[src/rtl/ps2_key_decoder.sv]
// PS/2 keyboard receiver and key-state decoder.
// Receives 11-bit PS/2 frames, abandons a stalled frame after TIMEOUT_CYC
// idle clk cycles, and tracks the held state of W, S, J and SPACE from
// make (plain scan code) and break (0xF0 prefix) sequences. Extended-prefixed
// (0xE0) codes never change a key.
// Optional build macro: PS2_PARITY_CHECK_EN -- when defined, frames whose data
// plus parity bits have even weight are rejected; otherwise parity is ignored.
module ps2_key_decoder #(
  parameter int unsigned TIMEOUT_CYC = 200000
) (
  input  logic       clk,
  input  logic       rstn,
  input  logic       ps2_clk,
  input  logic       ps2_data,
  output logic       bt_W,
  output logic       bt_S,
  output logic       bt_J,
  output logic       bt_SPACE,
  output logic [7:0] key_code,
  output logic       key_valid,
  output logic       frame_err
);

  localparam logic [1:0] S_IDLE = 2'd0;
  localparam logic [1:0] S_RECV = 2'd1;
  localparam logic [1:0] S_DONE = 2'd2;

  localparam int unsigned   IW      = $clog2(TIMEOUT_CYC + 1);
  localparam logic [IW-1:0] TO_MAX  = IW'(TIMEOUT_CYC);
  localparam logic [IW-1:0] TO_LAST = IW'(TIMEOUT_CYC - 1);

  localparam logic [7:0] CODE_BREAK = 8'hF0;
  localparam logic [7:0] CODE_EXT   = 8'hE0;
  localparam logic [7:0] CODE_W     = 8'h1D;
  localparam logic [7:0] CODE_S     = 8'h1B;
  localparam logic [7:0] CODE_J     = 8'h3B;
  localparam logic [7:0] CODE_SPACE = 8'h29;

  // Synchronisers idle high so reset release never looks like a falling edge.
  logic r_clk_s1, r_clk_s2, r_clk_prev;
  logic r_dat_s1, r_dat_s2;

  logic [1:0]    r_state;
  logic [3:0]    r_bit_cnt;
  logic [7:0]    r_shift;
  logic          r_par;
  logic          r_stop;
  logic [IW-1:0] r_idle;
  logic          r_brk;
  logic          r_ext;

  logic r_bt_w, r_bt_s, r_bt_j, r_bt_space;
  logic [7:0] r_key_code;
  logic r_key_valid, r_frame_err;

  logic w_edge;
  logic w_bit;
  logic w_timeout;
  logic w_accept;
  logic w_unused_par;

  // Two-flop synchronisers plus the previous-cycle copy of the ps2_clk sync.
  // NOTE: sequential state is always assigned with <= so every flop samples
  // the pre-edge values of its neighbours, exactly like real hardware.
  always_ff @(posedge clk or negedge rstn) begin
    if (!rstn) begin
      r_clk_s1   <= 1'b1;
      r_clk_s2   <= 1'b1;
      r_clk_prev <= 1'b1;
      r_dat_s1   <= 1'b1;
      r_dat_s2   <= 1'b1;
    end else begin
      r_clk_s1   <= ps2_clk;
      r_clk_s2   <= r_clk_s1;
      r_clk_prev <= r_clk_s2;
      r_dat_s1   <= ps2_data;
      r_dat_s2   <= r_dat_s1;
    end
  end

  assign w_edge    = r_clk_prev & ~r_clk_s2;
  assign w_bit     = r_dat_s2;
  // An edge in the same cycle always beats the timeout.
  assign w_timeout = (r_state == S_RECV) && !w_edge && (r_idle == TO_LAST);

`ifdef PS2_PARITY_CHECK_EN
  assign w_accept = r_stop & (^{r_shift, r_par});
`else
  assign w_accept = r_stop;
`endif
  assign w_unused_par = r_par;

  // Inactivity counter: cleared by every edge, saturating at TIMEOUT_CYC.
  always_ff @(posedge clk or negedge rstn) begin
    if (!rstn) begin
      r_idle <= '0;
    end else if (w_edge) begin
      r_idle <= '0;
    end else if (r_idle != TO_MAX) begin
      r_idle <= r_idle + IW'(1);
    end
  end

  // Frame receiver FSM: start bit, 8 data bits LSB first, parity, stop.
  always_ff @(posedge clk or negedge rstn) begin
    if (!rstn) begin
      r_state   <= S_IDLE;
      r_bit_cnt <= 4'd0;
      r_shift   <= 8'h00;
      r_par     <= 1'b0;
      r_stop    <= 1'b0;
    end else begin
      case (r_state)
        S_IDLE: begin
          if (w_edge && !w_bit) begin
            r_state   <= S_RECV;
            r_bit_cnt <= 4'd1;
          end
        end
        S_RECV: begin
          if (w_edge) begin
            r_bit_cnt <= r_bit_cnt + 4'd1;
            if (r_bit_cnt <= 4'd8) begin
              r_shift <= {w_bit, r_shift[7:1]};
            end else if (r_bit_cnt == 4'd9) begin
              r_par <= w_bit;
            end else begin
              r_stop  <= w_bit;
              r_state <= S_DONE;
            end
          end else if (w_timeout) begin
            r_state   <= S_IDLE;
            r_bit_cnt <= 4'd0;
          end
        end
        S_DONE: begin
          r_state   <= S_IDLE;
          r_bit_cnt <= 4'd0;
        end
        default: begin
          r_state   <= S_IDLE;
          r_bit_cnt <= 4'd0;
        end
      endcase
    end
  end

  // Byte decoder: prefix flags, key levels, key_code and the status pulses.
  always_ff @(posedge clk or negedge rstn) begin
    if (!rstn) begin
      r_brk       <= 1'b0;
      r_ext       <= 1'b0;
      r_bt_w      <= 1'b0;
      r_bt_s      <= 1'b0;
      r_bt_j      <= 1'b0;
      r_bt_space  <= 1'b0;
      r_key_code  <= 8'h00;
      r_key_valid <= 1'b0;
      r_frame_err <= 1'b0;
    end else begin
      r_key_valid <= 1'b0;
      r_frame_err <= w_timeout;
      if (r_state == S_DONE) begin
        if (!w_accept) begin
          r_frame_err <= 1'b1;
        end else begin
          r_key_code  <= r_shift;
          r_key_valid <= 1'b1;
          if (r_shift == CODE_BREAK) begin
            r_brk <= 1'b1;
          end else if (r_shift == CODE_EXT) begin
            r_ext <= 1'b1;
          end else begin
            if (!r_ext) begin
              case (r_shift)
                CODE_W:     r_bt_w     <= !r_brk;
                CODE_S:     r_bt_s     <= !r_brk;
                CODE_J:     r_bt_j     <= !r_brk;
                CODE_SPACE: r_bt_space <= !r_brk;
                default:    ;
              endcase
            end
            r_brk <= 1'b0;
            r_ext <= 1'b0;
          end
        end
      end
    end
  end

  assign bt_W      = r_bt_w;
  assign bt_S      = r_bt_s;
  assign bt_J      = r_bt_j;
  assign bt_SPACE  = r_bt_space;
  assign key_code  = r_key_code;
  assign key_valid = r_key_valid;
  assign frame_err = r_frame_err;

endmodule

[config.mk]
export PLATFORM = sky130hd
export DESIGN_NAME = ps2_key_decoder
export DESIGN_NICKNAME = d
export VERILOG_FILES = /design/src/rtl/ps2_key_decoder.sv
export SDC_FILE = /design/constraint.sdc
export NUM_CORES = 1
export LEC_CHECK = 0
export BUFFER_PORTS_ARGS = -buffer_cell sky130_fd_sc_hd__buf_2
export CAP_MARGIN = 20
export CELL_PAD_IN_SITES_DETAIL_PLACEMENT = 0
export CELL_PAD_IN_SITES_GLOBAL_PLACEMENT = 1
export CORE_ASPECT_RATIO = 1.75
export CORE_MARGIN = 2
export CORE_UTILIZATION = 50
export CTS_CLUSTER_DIAMETER = 150
export CTS_CLUSTER_SIZE = 25
export DETAILED_ROUTE_END_ITERATION = 8
export PLACE_DENSITY_LB_ADDON = 0.1
export SYNTH_ARGS = -nofsm -noshare
export SYNTH_HDL_FRONTEND = slang
export SYNTH_SLANG_ARGS = --single-unit
[constraint.sdc]
create_clock -name clk -period 3.5 [get_ports clk]
set_input_delay 0.525 -clock clk [delete_from_list [all_inputs] [get_ports clk]]
set_output_delay 0.525 -clock clk [all_outputs]
set_load 0.02 [all_outputs]
==> run summary, run 1 <==
status - finished clean
Critical R2R Launch - r_state[0]
LEAKAGE - 1.32 nW
Main synth FF type - dfrtp_1
reg2reg setup slack - 1.64 ns
VDD IR max - 0.478 mV
Final Hold Fails - 0
register area share after synthesis - 53.6%
Clock Root Buffer - clkbuf_8
total routed wirelength - 5.09 mm
Slew @ Worst Pin - 0.691 ns
largest net degree at the start of global routing - 33
period utilization - 53.1%
Synth Warn # - 0
Cell variety after synth - 47
Post-Layout Cell Count - 312
share of cells above drive strength 1 - 20.2%
initial antenna violation count - 0
area grow syn2layout - 10.2%
utilization after layout - 56.6%
Placer Congestion - 0.829
synthesized instance count - 237
H-tree depth - 2
HP Class - in -> async
TritonCTS clock tree - built
Total GRT Usage - 19.8%
hold buffers post-CTS - 0
PwrDens - 569 nW/um2
Fmax achieved - 538 MHz
total CTS buffers - 5
ANT nets after route - 0
CP Data Required Time - 3.68 ns
setup_tns - 0 ns
DR WL met3 - 109 um
RSZ-0062 raised after global routing - false
metal2 WL - 2.88 mm
Core ar. - 4930 um2
RR Endpoint - bt_S
Post-synth EDFFs - 0
CTS clk-pin slew, worst paths - 0.09 ns
vias - 1801
fin. max-slew vios - 0
Crit Path Category - reg -> reg
Yosys reg bits - 54
post-DP HPWL - 3.80 mm
critical path endpoint category - flip-flop
post-CTS sizing - 0
ANT cells - 0
final net count - 266
dpl cells - 304
max cap viols - 0
reg2reg path depth - 4
top sig layer - met4
FP Rows - 34
Detailed Route Iter0 Violations - 52
DIE AREA - 5680 um2
vias in the first global route - 1841
WL met1 - 1.95 mm
Clock Skews - 0.00402 ns
minimum clock period - 1.86 ns
Pwr Total - 1.59 mW
routed vias/inst - 5.77
syn nets - 246
# IOs - 18
Setup Viol. Count Final - 0
post-CTS setup buffers - 0
clock latency at the later pin of the worst-skew pair - 0.29 ns
routed len/inst - 16.3 um
headroom to the max-slew limit - 53.9%
Avg Inst Size Synth - 10.7 um2
DRC Markers - 0
pre-CTS setup slack - 1.62 ns
total grt overflow - 0
CP startpoint kind - flip-flop
Post-synth ARST share - 100%
final setup margin - 1.64 ns
first-pass GRT wire length - 8.67 mm
crit-path max FO - 13
Arr. time, crit path - 2.04 ns
# clock sinks - 54
Clock Path Buffers - 2
chip width - 57.8 um
Initial Utilization - 51.4%
synthesized area - 2530 um2
die height - 98.2 um
port bufs - 17
DR pass1 iterations - 4
## through the flow
| stage | hold WS [ns] | instance area [um2] |
|---|---|---|
| finish | 0.261 | 2790 |
| global route | 0.295 | 2790 |
| CTS | 0.270 | 2790 |
| detailed placement | 0.347 | 2680 |
| global placement | 0.345 | 2680 |
| floorplan | 0.229 | 2530 |
## layout make-up
cell class	instances	area (um2)
fillers	452	2140
flip-flops and latches	54	1360
multi-input cells	160	1090
repair buffers	19	100
clock buffers	7	86.3
well taps	54	67.6
inverters	17	63.8
clock inverters	1	30.0
## cells in the final DEF, fill, tap and decap left out, types with 2 or more instances in the layout
cell type	instances
dfstp_2	5
dfrtp_1	49
o21a_1	4
mux2i_1	5
nor3_1	11
a31oi_1	2
nand3_1	9
xor2_1	4
nand2_1	9
o21ai_0	7
a31o_2	2
nor4_1	6
buf_4	2
nor2_1	24
xnor2_1	6
nor3b_1	2
ha_1	5
clkbuf_8	6
buf_2	17
a21o_1	2
a21oi_1	10
inv_1	17
nand4_1	5
or3_1	2
o311ai_0	2
mux2_2	15
nor2b_1	4
nand2b_1	4
## sequential cells by signal (all words and copies together) (netlist names)
register and flops:
r_idle 18, r_dat_s1 1, r_brk 1, bt_SPACE 1, key_code 8, r_dat_s2 1
key_valid 1, frame_err 1, bt_W 1, bt_J 1, r_clk_s2 1, bt_S 1
r_stop 1, r_ext 1, r_state 2, r_clk_s1 1, r_clk_prev 1, r_bit_cnt 4
r_shift 8
## Yosys cell counts (all sizes together) (6+ instances only)
library cell / count / share of area, %
dfrtp: 49 / 48
nor2: 24 / 3.6
inv: 17 / 2.5
mux2: 15 / 6.7
a21oi: 11 / 2.3
nand3: 11 / 2.9
nor3: 11 / 2.2
nand2: 9 / 1.3
o21ai: 7 / 1.4
nor4: 6 / 1.5
xnor2: 6 / 2.1
## cells by family after synthesis
| family | count (synthesis) | share of synthesized area [%] |
|---|---|---|
| XOR/XNOR | 10 | 3.45 |
| flip-flops | 54 | 53.6 |
| adder cells (fa/ha/maj) | 5 | 2.47 |
| AO/OA/AOI/OAI | 36 | 9.23 |
| AND/OR/NAND/NOR | 89 | 19.2 |
| buffers and inverters | 23 | 3.50 |
| multiplexers | 20 | 8.64 |
## per-layer routing
layer  up-vias  GRT usage, %
met5         -             0
met4         0          8.77
met3        10          2.78
met2        39          35.9
met1       881          22.2
li1        871             -
## worst max-delay path by stage
stage | startpoint | end | slack (ns) | depth (start not counted)
after floorplan | r_idle[0] | r_idle[14] | 1.97 | 5
after global placement | r_state[0] | bt_S | 1.63 | 4
after detailed placement | r_state[0] | bt_S | 1.62 | 4
after CTS | r_state[0] | bt_S | 1.62 | 4
after global routing | r_idle[0] | r_idle[14] | 1.47 | 5
final | r_state[0] | bt_S | 1.64 | 4
## report_power, final
group          switching, mW  internal, mW
clock network          0.193         0.233
logic                  0.156         0.147
registers              0.140         0.721
total                  0.489          1.10
## critical path: stages (launching register included)
cell,delay [ns]
dfrtp_1,0.49
nand3b_1,0.52
nor2_1,0.37
nand4_1,0.19
mux2i_1,0.16
(Power assumes the default switching activity.)
==> inputs of run 2 (changes only) <==
--- a/config.mk
+++ b/config.mk
@@ -5,13 +5,14 @@
 export SDC_FILE = /design/constraint.sdc
 export NUM_CORES = 1
 export LEC_CHECK = 0
+export ABC_AREA = 1
 export BUFFER_PORTS_ARGS = -buffer_cell sky130_fd_sc_hd__buf_2
 export CAP_MARGIN = 20
 export CELL_PAD_IN_SITES_DETAIL_PLACEMENT = 0
 export CELL_PAD_IN_SITES_GLOBAL_PLACEMENT = 1
 export CORE_ASPECT_RATIO = 1.75
 export CORE_MARGIN = 2
-export CORE_UTILIZATION = 50
+export CORE_UTILIZATION = 46
 export CTS_CLUSTER_DIAMETER = 150
 export CTS_CLUSTER_SIZE = 25
 export DETAILED_ROUTE_END_ITERATION = 8
==> constraint.sdc (replaced) <==
create_clock -name clk -period 1.9 [get_ports clk]
set_input_delay 0.285 -clock clk [delete_from_list [all_inputs] [get_ports clk]]
set_output_delay 0.285 -clock clk [all_outputs]
set_load 0.02 [all_outputs]
==> run summary, run 2 <==
Cell variety after synth - 32 (-32%)
cell accounting for the most synthesized area - dfrtp_1
H-tree depth - 2 (unchanged)
RR Endpoint - r_idle[12]
Worst Hold End - r_clk_s1
max cap viols - 0 (unchanged)
Synth Warn # - 0 (unchanged)
CP Data Required Time - 2.16 ns (-1.52 ns)
# clock sinks - 54 (unchanged)
LEAKAGE - 1.47 nW (+12%)
Setup Viol. Count Final - 0 (unchanged)
Total GRT Usage - 20.3% (+0.44 points)
final setup margin - 0.407 ns (-1.23 ns)
die height - 106 um (+8.0%)
port bufs - 17 (unchanged)
Avg Inst Size Synth - 8.58 um2 (-20%)
# IOs - 18 (unchanged)
TritonCTS clock tree - built
most common cell in the synthesized netlist - nand2_1
Main synth FF type - dfrtp_1
reg2reg path depth - 9 (+5)
register area share after synthesis - 49.6% (-4.0 points)
Post-Layout Cell Count - 421 (+35%)
sequence of cells on the critical path - ha_1 > nand2_2 > nor2_4 > nand2_4 > inv_2 > nand2_2 > nor2_1 > o21ai_1 > nor2_1
post-DP HPWL - 4.52 mm (+19%)
Most flops, register - r_idle
Clock Skews - 0.00790 ns (+0.00387 ns)
CP bufs+invs - 1 (+1)
routed vias/inst - 5.00 (-13%)
setup_tns - 0 ns (unchanged)
chip width - 62.3 um (+7.8%)
Detailed Route Iter0 Violations - 115 (+120%)
ANT cells - 0 (unchanged)
ranking of synthesized cells by area - dfrtp_1, nand2_1, dfstp_2
vias in the first global route - 2192 (+19%)
worst hold stages - 1
Critical R2R Launch - r_idle[0]
total routed wirelength - 6.02 mm (+18%)
dpl cells - 412 (+36%)
VDD IR max - 0.617 mV (+29%)
status - finished clean
PwrDens - 916 nW/um2 (+61%)
hold buffers post-CTS - 1 (+1)
first-pass GRT wire length - 10.2 mm (+18%)
leading cell types in the layout, fill and taps excluded - nand2_1, dfrtp_1, inv_1, nor2_1, o21ai_1
largest net degree at the start of global routing - 55 (+67%)
synthesized area - 2740 um2 (+8.0%)
area grow syn2layout - 11.0%
critical path endpoint category - flip-flop
clock latency at the later pin of the worst-skew pair - 0.32 ns (+0.03 ns)
Fin Hold WS - 0.0568 ns (-0.204 ns)
DRC Markers - 0 (unchanged)
final net count - 351 (+32%)
Final Hold Fails - 0 (unchanged)
CP startpoint kind - flip-flop
crit-path max FO - 6 (-7)
Top Family by Delay on Critical Path - simple AND/OR/NAND/NOR gates
ANT nets after route - 0 (unchanged)
Post-synth EDFFs - 0 (unchanged)
syn nets - 328 (+33%)
Initial Utilization - 46.9% (-4.4 points)
Fmax achieved - 670 MHz (+25%)
CTS clk-pin slew, worst paths - 0.10 ns (about the same)
HP Class - in -> reg
total CTS buffers - 5 (unchanged)
max reg flops - 18 (unchanged)
post-CTS setup buffers - 0 (unchanged)
Hold Path Origin - ps2_clk
Slew @ Worst Pin - 0.489 ns (-0.203 ns)
reg2reg setup slack - 0.41 ns (-1.23 ns)
fin. max-slew vios - 0 (unchanged)
FP Rows - 37 (+8.8%)
utilization after layout - 52.1% (-4.5 points)
Crit Path Category - reg -> reg
pre-CTS setup slack - 0.423 ns (-1.20 ns)
Core ar. - 5830 um2 (+18%)
Post-synth ARST share - 100% (unchanged)
minimum clock period - 1.49 ns (-0.366 ns)
DR pass1 iterations - 4 (unchanged)
initial antenna violation count - 0 (unchanged)
period utilization - 78.6% (+25 points)
most common cell after layout, fill and taps aside - nand2_1
post-CTS sizing - 0 (unchanged)
headroom to the max-slew limit - 67.1% (+13 points)
Clock Root Buffer - clkbuf_8
critical path's slowest cell - dfrtp_1
Placer Congestion - 0.828 (about the same)
share of cells above drive strength 1 - 23.3% (+3.2 points)
Post-synth top cells - nand2_1, dfrtp_1, inv_1
Yosys reg bits - 54 (unchanged)
Clock Path Buffers - 2 (unchanged)
synthesized instance count - 319 (+35%)
RSZ-0062 raised after global routing - false
top-area cell type share of the netlist area - 44.8% (-3.6 points)
total grt overflow - 0 (unchanged)
DIE AREA - 6610 um2 (+16%)
Arr. time, crit path - 1.75 ns (-0.29 ns)
vias - 2103 (+17%)
routed len/inst - 14.3 um (-12%)
Largest stage delay, worst path - 0.47 ns (-0.05 ns)
-- run 2: cells by family (layout without fill, tap and decap cells) --
| family | count (synthesis) | in the layout | share of synthesized area, % |
|---|---|---|---|
| simple gates | 158 | 158 | 29.9 |
| xor+xnor | 2 | 2 | 0.640 |
| compound gates | 49 | 49 | 10.2 |
| fa+ha+maj | 5 | 5 | 2.29 |
| buf+inv | 51 | 75 | 7.36 |
| flops | 54 | 54 | 49.6 |
-- run 2: per-stage QoR --
step | area (um2) | power (mW)
floorplan | 2740 | 1.87
global placement | 2920 | 2.02
detailed placement | 2920 | 2.04
CTS | 3040 | 2.83
global route | 3040 | 2.96
finish | 3040 | 2.78
-- run 2: worst max path at each step --
stage               depth (start not counted)      start           end
floorplan                                  10  r_idle[0]  r_bit_cnt[0]
CTS                                         9  r_idle[0]    r_idle[12]
global placement                            8  r_idle[0]    r_idle[12]
global route                                8  r_idle[0]    r_idle[12]
detailed placement                          8  r_idle[0]    r_idle[12]
finish                                      9  r_idle[0]    r_idle[12]
-- run 2: layout make-up --
class / count / area [um2]
clock buffer: 5 / 68.8
clock inverter: 3 / 40.0
fill: 615 / 2800
inverter: 48 / 180
multi-input combinational: 214 / 1180
sequential: 54 / 1360
tap: 78 / 97.6
timing repair buffer: 19 / 115
-- run 2: routing by layer --
layer	up-vias	share of wire [%]	global-route usage (%)
li1	1065	-	-
met1	997	36	19.7
met2	29	58	39.6
met3	12	2.4	3.39
met4	0	3.4	11.3
met5	-	0	0
-- run 2: worst reg2reg max path, stage by stage, from the launching register on --
cell	delay, ns
dfrtp_1	0.47
ha_1	0.21
nand2_2	0.08
nor2_4	0.11
nand2_4	0.09
inv_2	0.08
nand2_2	0.07
nor2_1	0.13
o21ai_1	0.07
nor2_1	0.11
-- run 2: power breakdown --
part | total, mW | leakage [nW] | internal (mW) | switching [mW]
clock network | 0.779 | 0.0579 | 0.388 | 0.391
registers | 1.43 | 0.724 | 1.28 | 0.149
logic | 0.573 | 0.690 | 0.200 | 0.374
total | 2.78 | 1.47 | 1.87 | 0.913
==> inputs of run 3 (changes only) <==
==> constraint.sdc (replaced) <==
create_clock -name clk -period 1.4 [get_ports clk]
set_input_delay 0.21 -clock clk [delete_from_list [all_inputs] [get_ports clk]]
set_output_delay 0.21 -clock clk [all_outputs]
set_load 0.02 [all_outputs]
==> run summary, run 3 (same netlist as run 2, synthesis figures left out) <==
max reg flops - 18 (unchanged)
CP startpoint kind - flip-flop
ANT cells - 0 (unchanged)
start point of the critical path - r_idle[0]
Crit Path Category - reg -> reg
CP Data Required Time - 1.59 ns (-0.57 ns)
Worst Hold End - r_clk_s2
die height - 106 um (unchanged)
Arr. time, crit path - 1.57 ns (-0.18 ns)
RR Endpoint - r_bit_cnt[0]
# clock sinks - 54 (unchanged)
fin. max-slew vios - 0 (unchanged)
CTS clk-pin slew, worst paths - 0.10 ns (about the same)
headroom to the max-slew limit - 77.4% (+10 points)
leading cell types in the layout, fill and taps excluded - nand2_1, dfrtp_1, inv_1, nor2_1, buf_4
H-tree depth - 2 (unchanged)
vias - 2201 (+4.7%)
largest net degree at the start of global routing - 55 (unchanged)
area grow syn2layout - 20.4%
total CTS buffers - 5 (unchanged)
worst hold stages - 0 (-1)
total routed wirelength - 6.01 mm (about the same)
# IOs - 18 (unchanged)
critical path endpoint category - flip-flop
Most flops, register - r_idle
most common cell after layout, fill and taps aside - nand2_1
FP Rows - 37 (unchanged)
utilization after layout - 56.5% (+4.4 points)
CP bufs+invs - 0 (-1)
HP Class - reg -> reg
LEAKAGE - 1.62 nW (+10%)
clock latency at the later pin of the worst-skew pair - 0.30 ns (-0.02 ns)
sequence of cells on the critical path - ha_2 > nand2_2 > nor2_4 > nand2_4 > nor2_4 > nand2_2 > nand2_4 > nand2_4 > nand2_2 > o21ai_2
pre-CTS setup slack - -0.0202 ns (-0.443 ns)
PwrDens - 1170 nW/um2 (+27%)
RSZ-0062 raised after global routing - true
ANT nets after route - 0 (unchanged)
chip width - 62.3 um (unchanged)
final setup margin - 0.0214 ns (-0.386 ns)
DRC Markers - 0 (unchanged)
routed vias/inst - 4.91 (-1.6%)
Clock Root Buffer - clkbuf_8
critical path's slowest cell - dfrtp_1
Top Family by Delay on Critical Path - simple AND/OR/NAND/NOR gates
Critical R2R Launch - r_idle[0]
final net count - 379 (+8.0%)
Slew @ Worst Pin - 0.337 ns (-0.152 ns)
post-DP HPWL - 4.51 mm (-0.25%)
Initial Utilization - 46.9% (unchanged)
max cap viols - 0 (unchanged)
Hold Path Origin - r_clk_s1
TritonCTS clock tree - built
Total GRT Usage - 19.9% (-0.38 points)
reg2reg path depth - 10 (+1)
share of cells above drive strength 1 - 30.8% (+7.5 points)
Fin Hold WS - 0.360 ns (+0.303 ns)
Core ar. - 5830 um2 (unchanged)
VDD IR max - 0.700 mV (+14%)
Final Hold Fails - 0 (unchanged)
Largest stage delay, worst path - 0.42 ns (-0.05 ns)
Clock Path Buffers - 2 (unchanged)
reg2reg setup slack - 0.02 ns (-0.39 ns)
Detailed Route Iter0 Violations - 96 (-17%)
crit-path max FO - 5 (-1)
status - finished clean
DR pass1 iterations - 4 (unchanged)
Clock Skews - 0.0106 ns (+0.00266 ns)
vias in the first global route - 2226 (+1.6%)
routed len/inst - 13.4 um (-6.1%)
Fmax achieved - 725 MHz (+8.3%)
DIE AREA - 6610 um2 (unchanged)
port bufs - 17 (unchanged)
first-pass GRT wire length - 10.2 mm (+0.47%)
total grt overflow - 0 (unchanged)
Placer Congestion - 0.852 (+2.8%)
period utilization - 98.5% (+20 points)
setup_tns - 0 ns (unchanged)
initial antenna violation count - 0 (unchanged)
minimum clock period - 1.38 ns (-0.114 ns)
Setup Viol. Count Final - 0 (unchanged)
[run 3: worst reg2reg max path: cells and delay by family (launching register included)]
| kind | cells | cell delay [ns] |
|---|---|---|
| DFF | 1 | 0.42 |
| adders and majority gates | 1 | 0.20 |
| and+or+nand+nor | 8 | 0.60 |
| AOI/OAI and AO/OA | 1 | 0.04 |
[run 3: layer usage]
metal | global-route usage [%] | share of wire [%] | vias up
met5 | 0 | 0 | -
li1 | - | - | 1116
met2 | 39.3 | 60 | 26
met4 | 9.37 | 3.0 | 0
met3 | 2.43 | 1.8 | 13
met1 | 20.3 | 36 | 1046
[run 3: stage by stage]
stage	area, um2	power, mW	instances
2_1_floorplan	2740	2.54	319
3_3_place_gp	3070	2.90	430
3_5_place_dp	3070	2.91	430
4_1_cts	3210	3.83	444
5_1_grt	3300	4.11	448
6_report	3300	3.85	448
[run 3: worst max path at each step]
stage / slack, ns / cells after the start / end
after floorplan: 0.07 / 10 / r_bit_cnt[0]
after global placement: -0.01 / 6 / r_state[0]
after detailed placement: -0.02 / 6 / r_state[0]
after CTS: 0.01 / 10 / r_bit_cnt[1]
after global routing: -0.07 / 10 / r_bit_cnt[2]
final: 0.02 / 10 / r_bit_cnt[0]
[run 3: what timing repair did]
| action | CTS | global route |
|---|---|---|
| resized for setup | 0 | 13 |
| hold buffers | 3 | 0 |
| endpoints found under the hold margin | 51 | 0 |
| buffers inserted | 4 | 4 |
| pin swaps | 1 | 4 |
| setup endpoints to repair | 1 | 23 |
[run 3: layout make-up]
| type | instances | area, um2 |
|---|---|---|
| clock buffers | 7 | 86.3 |
| flip-flops and latches | 54 | 1360 |
| inverters | 48 | 180 |
| multi-input cells | 214 | 1230 |
| repair buffers | 47 | 343 |
| well taps | 78 | 97.6 |
| fillers | 600 | 2540 |
[run 3: power breakdown]
| part | switching (mW) | internal, mW |
|---|---|---|
| clock network | 0.489 | 0.394 |
| logic | 0.616 | 0.450 |
| registers | 0.155 | 1.74 |
